===== config.mk =====
export PLATFORM = sky130hd
export DESIGN_NAME = datapath_issuer
export DESIGN_NICKNAME = d
export VERILOG_FILES = /design/src/rtl/datapath_pkg.sv /design/src/rtl/datapath_issuer_fifo.sv /design/src/rtl/datapath_issuer.sv
export SDC_FILE = /design/constraint.sdc
export NUM_CORES = 1
export LEC_CHECK = 0
export CORE_ASPECT_RATIO = 1.2
export CORE_MARGIN = 2
export CORE_UTILIZATION = 25
export DETAILED_ROUTE_END_ITERATION = 8
export GPL_TIMING_DRIVEN = 0
export HOLD_SLACK_MARGIN = 0.12
export PLACE_DENSITY = 0.45
export SLEW_MARGIN = 20
export SYNTH_ARGS = -nofsm -noshare
export SYNTH_HDL_FRONTEND = slang
export SYNTH_SLANG_ARGS = --single-unit

===== constraint.sdc =====
create_clock -name clk -period 3.26 [get_ports clk]
set_input_delay 0.652 -clock clk [delete_from_list [all_inputs] [get_ports clk]]
set_output_delay 0.652 -clock clk [all_outputs]
set_load 0.05 [all_outputs]

===== src/rtl/datapath_pkg.sv =====
// Shared opcode encoding and effective-operand rule for the arithmetic datapath.
// Both the issuer front end and any reference model import this package.
package datapath_pkg;

  localparam logic [2:0] OP_ADD   = 3'b000;
  localparam logic [2:0] OP_ADDC  = 3'b001;
  localparam logic [2:0] OP_SUBB  = 3'b010;
  localparam logic [2:0] OP_SUB   = 3'b011;
  localparam logic [2:0] OP_PASS  = 3'b100;
  localparam logic [2:0] OP_INC   = 3'b101;
  localparam logic [2:0] OP_DEC   = 3'b110;
  localparam logic [2:0] OP_PASS1 = 3'b111;

  // One bit of the effective second operand M: B is zeroed first, then inverted.
  // Working per bit keeps the function independent of the datapath width.
  function automatic logic eff_bit(input logic b, input logic force_zero, input logic invert);
    return (b & ~force_zero) ^ invert;
  endfunction

endpackage


===== src/rtl/datapath_issuer_fifo.sv =====
// In-order result buffer: circular storage with a registered occupancy count.
// The head reads as zero while empty so the output bus idles at a known value.
module result_fifo #(
  parameter int W     = 8,
  parameter int DEPTH = 4
) (
  input  logic                   clk,
  input  logic                   rst_n,
  input  logic                   clr,
  input  logic                   push,
  input  logic [W-1:0]           push_data,
  input  logic                   pop,
  output logic [W-1:0]           pop_data,
  output logic                   valid,
  output logic [$clog2(DEPTH):0] count
);
  localparam int AW = $clog2(DEPTH);

  logic [W-1:0]  mem_q [DEPTH];
  logic [AW-1:0] wr_ptr_q, wr_ptr_d;
  logic [AW-1:0] rd_ptr_q, rd_ptr_d;
  logic [AW:0]   count_q, count_d;
  logic          do_push, do_pop;

  always_comb begin
    do_push  = push & ~clr;
    do_pop   = pop & (count_q != '0) & ~clr;
    wr_ptr_d = wr_ptr_q;
    rd_ptr_d = rd_ptr_q;
    count_d  = count_q;
    if (clr) begin
      wr_ptr_d = '0;
      rd_ptr_d = '0;
      count_d  = '0;
    end else begin
      if (do_push) wr_ptr_d = wr_ptr_q + 1'b1;
      if (do_pop)  rd_ptr_d = rd_ptr_q + 1'b1;
      case ({do_push, do_pop})
        2'b10:   count_d = count_q + 1'b1;
        2'b01:   count_d = count_q - 1'b1;
        default: count_d = count_q;
      endcase
    end
  end

  always_ff @(posedge clk) begin
    if (!rst_n) begin
      wr_ptr_q <= '0;
      rd_ptr_q <= '0;
      count_q  <= '0;
    end else begin
      wr_ptr_q <= wr_ptr_d;
      rd_ptr_q <= rd_ptr_d;
      count_q  <= count_d;
    end
  end

  always_ff @(posedge clk) begin
    if (do_push) mem_q[wr_ptr_q] <= push_data;
  end

  assign valid    = (count_q != '0);
  assign pop_data = valid ? mem_q[rd_ptr_q] : '0;
  assign count    = count_q;

  // Issue credits make overfilling impossible; catch it if that ever breaks.
  assert property (@(posedge clk) disable iff (!rst_n) !(do_push && (count_q == (AW+1)'(DEPTH))));

endmodule


===== src/rtl/datapath_issuer.sv =====
// Front-end sequencer for the arithmetic datapath: issues operand triples under
// credit control, captures Y/co after the datapath latency and returns results in order.
module datapath_issuer
  import datapath_pkg::*;
#(
  parameter int N     = 16,
  parameter int PIPE  = 0,
  parameter int DEPTH = 4,
  parameter int TAGW  = 4
) (
  input  logic            clk,
  input  logic            rst_n,
  input  logic            flush,
  input  logic            in_valid,
  output logic            in_ready,
  input  logic [N-1:0]    in_a,
  input  logic [N-1:0]    in_b,
  input  logic [2:0]      in_op,
  output logic [N-1:0]    dp_a,
  output logic [N-1:0]    dp_b,
  output logic [2:0]      dp_op,
  input  logic [N-1:0]    dp_y,
  input  logic            dp_co,
  output logic            out_valid,
  input  logic            out_ready,
  output logic [N-1:0]    out_y,
  output logic            out_co,
  output logic            out_ovf,
  output logic [TAGW-1:0] out_tag
);
  localparam int STAGES = PIPE + 1;
  localparam int CW     = $clog2(DEPTH) + 1;
  localparam int FW     = N + 2 + TAGW;

  logic [N-1:0]      dp_a_q, dp_a_d;
  logic [N-1:0]      dp_b_q, dp_b_d;
  logic [2:0]        dp_op_q, dp_op_d;
  logic [TAGW-1:0]   tag_q, tag_d;

  logic [STAGES-1:0] fl_vld_q, fl_vld_d;
  logic [N-1:0]      fl_a_q   [STAGES];
  logic [N-1:0]      fl_a_d   [STAGES];
  logic [N-1:0]      fl_m_q   [STAGES];
  logic [N-1:0]      fl_m_d   [STAGES];
  logic [TAGW-1:0]   fl_tag_q [STAGES];
  logic [TAGW-1:0]   fl_tag_d [STAGES];

  logic [N-1:0]      m_eff;
  logic [N-1:0]      cap_a, cap_m;
  logic [CW-1:0]     buf_count;
  logic [CW:0]       credit_sum;
  logic              accept, push, pop, cap_ovf, buf_valid;
  logic [FW-1:0]     push_data, pop_data;

  for (genvar gi = 0; gi < N; gi++) begin : g_meff
    assign m_eff[gi] = eff_bit(in_b[gi], in_op[2], in_op[1]);
  end

  // Credits come from registered counts only, so a pop frees a slot one cycle later.
  always_comb begin
    credit_sum = {1'b0, buf_count};
    for (int i = 0; i < STAGES; i++) begin
      credit_sum = credit_sum + {{CW{1'b0}}, fl_vld_q[i]};
    end
    in_ready = rst_n & ~flush & (credit_sum < (CW+1)'(DEPTH));
    accept   = in_valid & in_ready;
  end

  always_comb begin
    dp_a_d  = dp_a_q;
    dp_b_d  = dp_b_q;
    dp_op_d = dp_op_q;
    tag_d   = tag_q;
    if (accept) begin
      dp_a_d  = in_a;
      dp_b_d  = in_b;
      dp_op_d = in_op;
      tag_d   = tag_q + 1'b1;
    end
    fl_vld_d    = '0;
    fl_vld_d[0] = accept;
    fl_a_d[0]   = in_a;
    fl_m_d[0]   = m_eff;
    fl_tag_d[0] = tag_q;
    for (int i = 1; i < STAGES; i++) begin
      fl_vld_d[i] = fl_vld_q[i-1] & ~flush;
      fl_a_d[i]   = fl_a_q[i-1];
      fl_m_d[i]   = fl_m_q[i-1];
      fl_tag_d[i] = fl_tag_q[i-1];
    end
  end

  always_ff @(posedge clk) begin
    if (!rst_n) begin
      dp_a_q   <= '0;
      dp_b_q   <= '0;
      dp_op_q  <= '0;
      tag_q    <= '0;
      fl_vld_q <= '0;
      for (int i = 0; i < STAGES; i++) begin
        fl_a_q[i]   <= '0;
        fl_m_q[i]   <= '0;
        fl_tag_q[i] <= '0;
      end
    end else begin
      dp_a_q   <= dp_a_d;
      dp_b_q   <= dp_b_d;
      dp_op_q  <= dp_op_d;
      tag_q    <= tag_d;
      fl_vld_q <= fl_vld_d;
      for (int i = 0; i < STAGES; i++) begin
        fl_a_q[i]   <= fl_a_d[i];
        fl_m_q[i]   <= fl_m_d[i];
        fl_tag_q[i] <= fl_tag_d[i];
      end
    end
  end

  // The last chain stage lines up with the datapath result for that op.
  assign cap_a     = fl_a_q[STAGES-1];
  assign cap_m     = fl_m_q[STAGES-1];
  assign cap_ovf   = (cap_a[N-1] == cap_m[N-1]) & (dp_y[N-1] != cap_a[N-1]);
  assign push      = fl_vld_q[STAGES-1] & ~flush;
  assign push_data = {dp_y, dp_co, cap_ovf, fl_tag_q[STAGES-1]};
  assign pop       = buf_valid & out_ready;

  result_fifo #(
    .W     (FW),
    .DEPTH (DEPTH)
  ) u_fifo (
    .clk       (clk),
    .rst_n     (rst_n),
    .clr       (flush),
    .push      (push),
    .push_data (push_data),
    .pop       (pop),
    .pop_data  (pop_data),
    .valid     (buf_valid),
    .count     (buf_count)
  );

  assign dp_a      = dp_a_q;
  assign dp_b      = dp_b_q;
  assign dp_op     = dp_op_q;
  assign out_valid = buf_valid;
  assign {out_y, out_co, out_ovf, out_tag} = pop_data;

endmodule


==> results of run 1 <==
[registers in the layout (all words and copies together), names as in the netlist, named ones only]
signal / flops
dp_a: 16
dp_b: 16
dp_op: 3
fl_a_q: 1
fl_m_q: 1
fl_tag_d: 4
fl_tag_q: 4
fl_vld_q: 1
u_fifo.count: 3
u_fifo.mem_q: 88
u_fifo.rd_ptr_q: 2
u_fifo.wr_ptr_q: 2
[cells in the final DEF, fill, tap and decap left out, types with 2 or more instances in the layout]
master           netlist  layout
mux4_2                22      22
nor3_1                 2       2
ha_1                   6       6
mux2i_1                3       3
inv_6                  0       2
or3_1                  2       2
buf_2                  2       4
bufinv_16              0       3
buf_4                  3       3
inv_1                 10      10
nor2_1                12      12
nand2_1                4       4
clkdlybuf4s50_1        0      94
clkbuf_2               0       3
dlymetal6s2s_1         0      18
clkinvlp_4             0       2
edfxtp_1              88      88
clkbuf_1              16      14
clkbuf_16              0      17
nor2b_1               24      24
and2_2                 2       6
dfxtp_1               55      55
buf_6                  4       4
o21ai_0               39      39
xnor2_1                2       2
dlygate4sd2_1          0       2
xor2_1                 4       4
nand3_1               39      39
a21oi_1               39      39
clkinv_4               0       7
[layout make-up]
type | instances | area (um2) | share of cell area (%)
flip-flops and latches | 143 | 3740 | 48.6
multi-input cells | 213 | 1620 | 21.1
repair buffers | 115 | 1190 | 15.4
clock buffers | 17 | 425 | 5.53
well taps | 274 | 343 | 4.45
clock inverters | 15 | 188 | 2.44
plain buffers | 27 | 150 | 1.95
inverters | 10 | 37.5 | 0.488
[timing repair]
action                                  in CTS  in global routing
endpoints found under the setup margin      21                 19
pin swaps                                    0                  0
hold buffers                                 0                  0
gates resized for setup                      8                 20
[cell families after synthesis]
logic type | after synthesis | synth area share (%)
XOR/XNOR | 6 | 0.948
AO/OA/AOI/OAI | 80 | 7.33
multiplexers | 25 | 9.48
buffers and inverters | 37 | 3.30
adder cells (fa/ha/maj) | 7 | 1.72
flip-flops | 143 | 67.5
AND/OR/NAND/NOR | 95 | 9.70
[path summary, 6_finish.rpt]
kind	startpoint	to	slack, ns	cells past startpoint
hold / removal	fl_tag_d[3]	fl_tag_d[3]	0.44	1
hold reg to reg	fl_tag_d[3]	fl_tag_d[3]	0.44	1
setup reg to reg	u_fifo.count[2]	u_fifo.count[2]	1.21	8
setup / recovery	u_fifo.count[0]	out_valid	0.26	5
[report_power, final]
part / switching, mW / internal, mW
Sequential: 0.0114 / 1.94
Combinational: 0.137 / 0.118
Clock: 0.782 / 1.21
[routing by layer]
| metal | vias to the layer above | track usage, % | routed length, um |
|---|---|---|---|
| met5 | - | 0 | 0 |
| met4 | 0 | 4.57 | 179 |
| met3 | 17 | 5.49 | 1240 |
| met2 | 126 | 18.1 | 5980 |
| met1 | 1734 | 13.1 | 5550 |
| li1 | 1727 | - | - |
[metrics by stage]
step                setup TNS (ns)  total power, mW
CTS                              0             4.25
floorplan                        0             2.11
global route                     0             4.34
detailed placement          -0.275             2.25
finish                           0             4.20
global placement            -0.261             2.24
==> impl_metrics.json, run 1 <==
{
  "grt_usage_pct": 11.3,
  "drv_cap": 0,
  "gp_congestion": 0.733,
  "final_cells": 814,
  "yosys.area.top_type": "edfxtp_1",
  "drt-total-wl_mm": 13.0,
  "max_stage_delay_ns": 0.70,
  "postRouteAntennaNets": 0,
  "path_cells": "buf_2 -> nor3_2 -> clkbuf_2 -> inv_1 -> clkdlybuf4s50_1",
  "stdcell_area_mm2": 0.00770,
  "cts.path.max_buffers": 2,
  "cp_max_fo": 10,
  "coreArea_mm2": 0.0217,
  "cp.arrival_ns": 2.35,
  "cts_sinks": 143,
  "first_pass_iters": 8,
  "timing.hold.ws_ns": 0.439,
  "synth_warnings": 0,
  "cts_tree": "built",
  "synth.distinct_cells": 31,
  "synth_edf_count": 88,
  "final_hold_viol_count": 0,
  "powerDensity_mw_per_mm2": 546,
  "tightest_slew_ns": 0.660,
  "cp_slowest_cell": "clkdlybuf4s50_1",
  "grt_pass1_wl_mm": 20.5,
  "cts_root_buf": "clkbuf_16",
  "dp_cells": 782,
  "cts_buffers": 17,
  "synth_nets": 457,
  "pre_cts_slack_ns": -0.275,
  "antenna_found_initial": 0,
  "clkSlewWorstSetupHoldPaths_ns": 0.06,
  "die_h_um": 167,
  "critical_path.top_delay_family": "buffers and inverters",
  "yosysMostFrequentCell": "edfxtp_1",
  "die_x_um": 140,
  "rows": 59,
  "maxSlewViolCount": 0,
  "worst_slack_ns": 0.262,
  "timing.slew.headroom_pct": 56.0,
  "status": "complete, no violations",
  "vdd_drop_max_uv": 363,
  "pin_count": 116,
  "area_growth_pct": 38.9,
  "synth_seq_area_share_pct": 67.5,
  "ys_ff_latch": 143,
  "wl_per_cell_um": 15.9,
  "dpl_cell_area_mm2": 0.00704,
  "antenna_cells": 0,
  "synth.top_cells.by_count": "88 x edfxtp_1, 55 x dfxtp_1, 39 x a21oi_1, 39 x nand3_1, 39 x o21ai_0",
  "route.detailed.drc": 0,
  "syn_inst": 393,
  "hold_class": "flip-flop to flip-flop",
  "setup_viol": 0,
  "setup.worst_path.end_class": "output port",
  "timing.final.crit_share_pct": 92.0,
  "clock_skew_ns": 0.00974,
  "first_iter_violations": 129,
  "total_leakage_power_nw": 2.82,
  "synth_top_area_share_pct": 47.7,
  "ys_async_sr_fraction_pct": 0,
  "vias": 3604,
  "worstSetupPathType": "flip-flop to output port",
  "ys.flop_type": "edfxtp_1",
  "hpwlAfterDp_mm": 8.60,
  "clk-insertion-delay-late_ns": 0.42,
  "critical_path_buf_inv_count": 4,
  "nFillCells": 2107,
  "grt_overflow": 0,
  "synth_area_mm2": 0.00554,
  "synth_area_per_cell_um2": 14.1,
  "rsz0062_at_grt": "false",
  "final_nets": 591,
  "final_util_pct": 35.5,
  "place.port_buffers": 115,
  "start_util_pct": 25.5,
  "h-tree-depth": 4,
  "required_ns": 2.61,
  "drive_gt1_share_pct": 13.9,
  "postCtsSetupBuffers": 0,
  "dieArea_mm2": 0.0234,
  "grt_pass1_vias": 3792,
  "synth.area.top_cells": "edfxtp_1 48%, dfxtp_1 20%, mux4_2 8.9%, a21oi_1 3.5%, nand3_1 3.5%",
  "post-route-min-period_ns": 3.00,
  "avgViaCountPerCell": 4.43,
  "crit_path_start_kind": "flip-flop",
  "fmax_mhz": 334,
  "grt_max_degree": 23
}
No activity file was read; power rests on OpenSTA's default activity.
==> run 2: changes to the inputs <==
--- a/config.mk
+++ b/config.mk
@@ -7,11 +7,12 @@
 export LEC_CHECK = 0
 export CORE_ASPECT_RATIO = 1.2
 export CORE_MARGIN = 2
-export CORE_UTILIZATION = 25
+export CORE_UTILIZATION = 55
 export DETAILED_ROUTE_END_ITERATION = 8
 export GPL_TIMING_DRIVEN = 0
 export HOLD_SLACK_MARGIN = 0.12
-export PLACE_DENSITY = 0.45
+export MAX_ROUTING_LAYER = met4
+export PLACE_DENSITY = 0.85
 export SLEW_MARGIN = 20
 export SYNTH_ARGS = -nofsm -noshare
 export SYNTH_HDL_FRONTEND = slang
==> impl_metrics.json, run 2 (synthesized netlist as in run 1, its figures left out) <==
{
  "grt_overflow": 0,
  "final_nets": 591,
  "worstSetupPathType": "flip-flop to output port",
  "antenna_cells": 0,
  "vdd_drop_max_uv": 436,
  "clkSlewWorstSetupHoldPaths_ns": 0.05,
  "vias": 3717,
  "grt_pass1_vias": 3982,
  "postRouteAntennaNets": 0,
  "grt_usage_pct": 24.6,
  "final_common_cell": "clkdlybuf4s50_1",
  "h-tree-depth": 4,
  "pin_count": 116,
  "rsz0062_at_grt": "false",
  "required_ns": 2.61,
  "timing.final.crit_share_pct": 92.2,
  "path_cells": "buf_2 -> nor3_2 -> clkbuf_2 -> inv_1 -> clkdlybuf4s50_1",
  "cts_buffers": 17,
  "hpwlAfterDp_mm": 7.95,
  "setup-tns-final_ns": 0,
  "nFillCells": 616,
  "route.detailed.drc": 0,
  "status": "complete, no violations",
  "cp_max_fo": 10,
  "top_register": "u_fifo.mem_q",
  "start_util_pct": 55.9,
  "powerDensity_mw_per_mm2": 548,
  "wl_per_cell_um": 18.3,
  "drt-total-wl_mm": 12.2,
  "final_util_pct": 75.4,
  "drv_cap": 0,
  "cts_tree": "built",
  "die_h_um": 114,
  "cp.arrival_ns": 2.36,
  "maxSlewViolCount": 0,
  "seqPwrFrac_pct": 47.7,
  "dieArea_mm2": 0.0109,
  "max_stage_delay_ns": 0.70,
  "cts_root_buf": "clkbuf_16",
  "postCtsSetupBuffers": 0,
  "fmax_mhz": 333,
  "first_pass_iters": 5,
  "coreArea_mm2": 0.00991,
  "final_hold_viol_count": 0,
  "grt_max_degree": 23,
  "gp_congestion": 0.752,
  "cts_sinks": 143,
  "hold_class": "flip-flop to flip-flop",
  "tightest_slew_ns": 0.628,
  "drive_gt1_share_pct": 13.1,
  "multi_input_area_mm2": 0.00162,
  "cp_slowest_cell": "clkdlybuf4s50_1",
  "clk-insertion-delay-late_ns": 0.41,
  "dp_cells": 634,
  "largest_register_ffs": 88,
  "clock_skew_ns": 0.00618,
  "timing.slew.headroom_pct": 58.1,
  "post-route-min-period_ns": 3.01,
  "antenna_found_initial": 0,
  "regArea_mm2": 0.00374,
  "setup_viol": 0,
  "area_growth_pct": 34.7,
  "swShare_pct": 20.6,
  "p_clk_share_pct": 46.1,
  "total_leakage_power_nw": 2.77,
  "internal_power_mw": 3.25,
  "crit_path_start_kind": "flip-flop",
  "cts.path.max_buffers": 2,
  "place.port_buffers": 115,
  "final_cell_mix": "94 x clkdlybuf4s50_1, 88 x edfxtp_1, 55 x dfxtp_1",
  "final_cells": 666,
  "rows": 40,
  "grt_pass1_wl_mm": 19.3,
  "first_iter_violations": 210,
  "timing.hold.ws_ns": 0.440,
  "p_comb_share_pct": 6.2,
  "die_x_um": 95.7,
  "p_sw_mw": 0.844,
  "setup.worst_path.end_class": "output port",
  "avgViaCountPerCell": 5.58
}
## run 2: changes by cell type in the layout (fill, tap and decap cells not counted), sizes merged
cell / change
clkbuf: +3
clkinv: -2
clkinvlp: +1
dlygate4sd2: +3
dlymetal6s2s: -3
inv: -2
## run 2: power by group through the flow
stage	logic [mW]	registers [mW]	clock network (mW)
6_report	0.254	1.95	1.89
5_1_grt	0.269	1.95	1.97
4_1_cts	0.255	1.95	1.90
3_5_place_dp	0.253	1.99	0
3_3_place_gp	0.247	1.99	0
2_1_floorplan	0.0742	2.04	0
## run 2: through the flow
stage | area (um2) | setup slack (ns) | power (mW)
2_1_floorplan | 5540 | 0.514 | 2.11
3_3_place_gp | 6850 | -0.218 | 2.24
3_5_place_dp | 6850 | -0.215 | 2.24
4_1_cts | 7430 | 0.00747 | 4.11
5_1_grt | 7470 | 0.118 | 4.20
6_report | 7470 | 0.253 | 4.10
## run 2: final timing paths
kind              startpoint         endpoint  slack (ns)  cells after the start
max          u_fifo.count[0]        out_valid        0.25                      5
min              fl_tag_d[3]      fl_tag_d[3]        0.44                      1
max reg2reg  u_fifo.count[2]  u_fifo.count[2]        1.21                      8
min reg2reg      fl_tag_d[3]      fl_tag_d[3]        0.44                      1
## run 2: cell type report
cell class / instances / share of cell area [%]
Tap cell: 126 / 2.11
Sequential cell: 143 / 50.1
Clock buffer: 20 / 5.85
Timing Repair Buffer: 115 / 15.8
Buffer: 27 / 2.01
Multi-Input combinational cell: 213 / 21.7
Inverter: 10 / 0.503
Clock inverter: 12 / 1.93
## run 2: what timing repair did
action | 4_1_cts | 5_1_grt
endpoints found under the setup margin | 15 | 17
hold buffers | 0 | 0
resized for setup | 9 | 20
## run 2: critical path, delay by kind of cell (launching register included)
kind	cells	cell delay, ns
buffers and inverters	4	1.25
flip-flops	1	0.29
AND/OR/NAND/NOR	1	0.40
## run 2: per-layer routing
metal  track usage [%]  wire length, um  share of wire [%]  up-vias
li1                  -                -                  -     1719
met1              27.8             4680                 38     1799
met2              41.7             6460                 53      183
met3              7.73              933                7.6       16
met4              7.62              134                1.1        0
met5                 -                0                  0        -
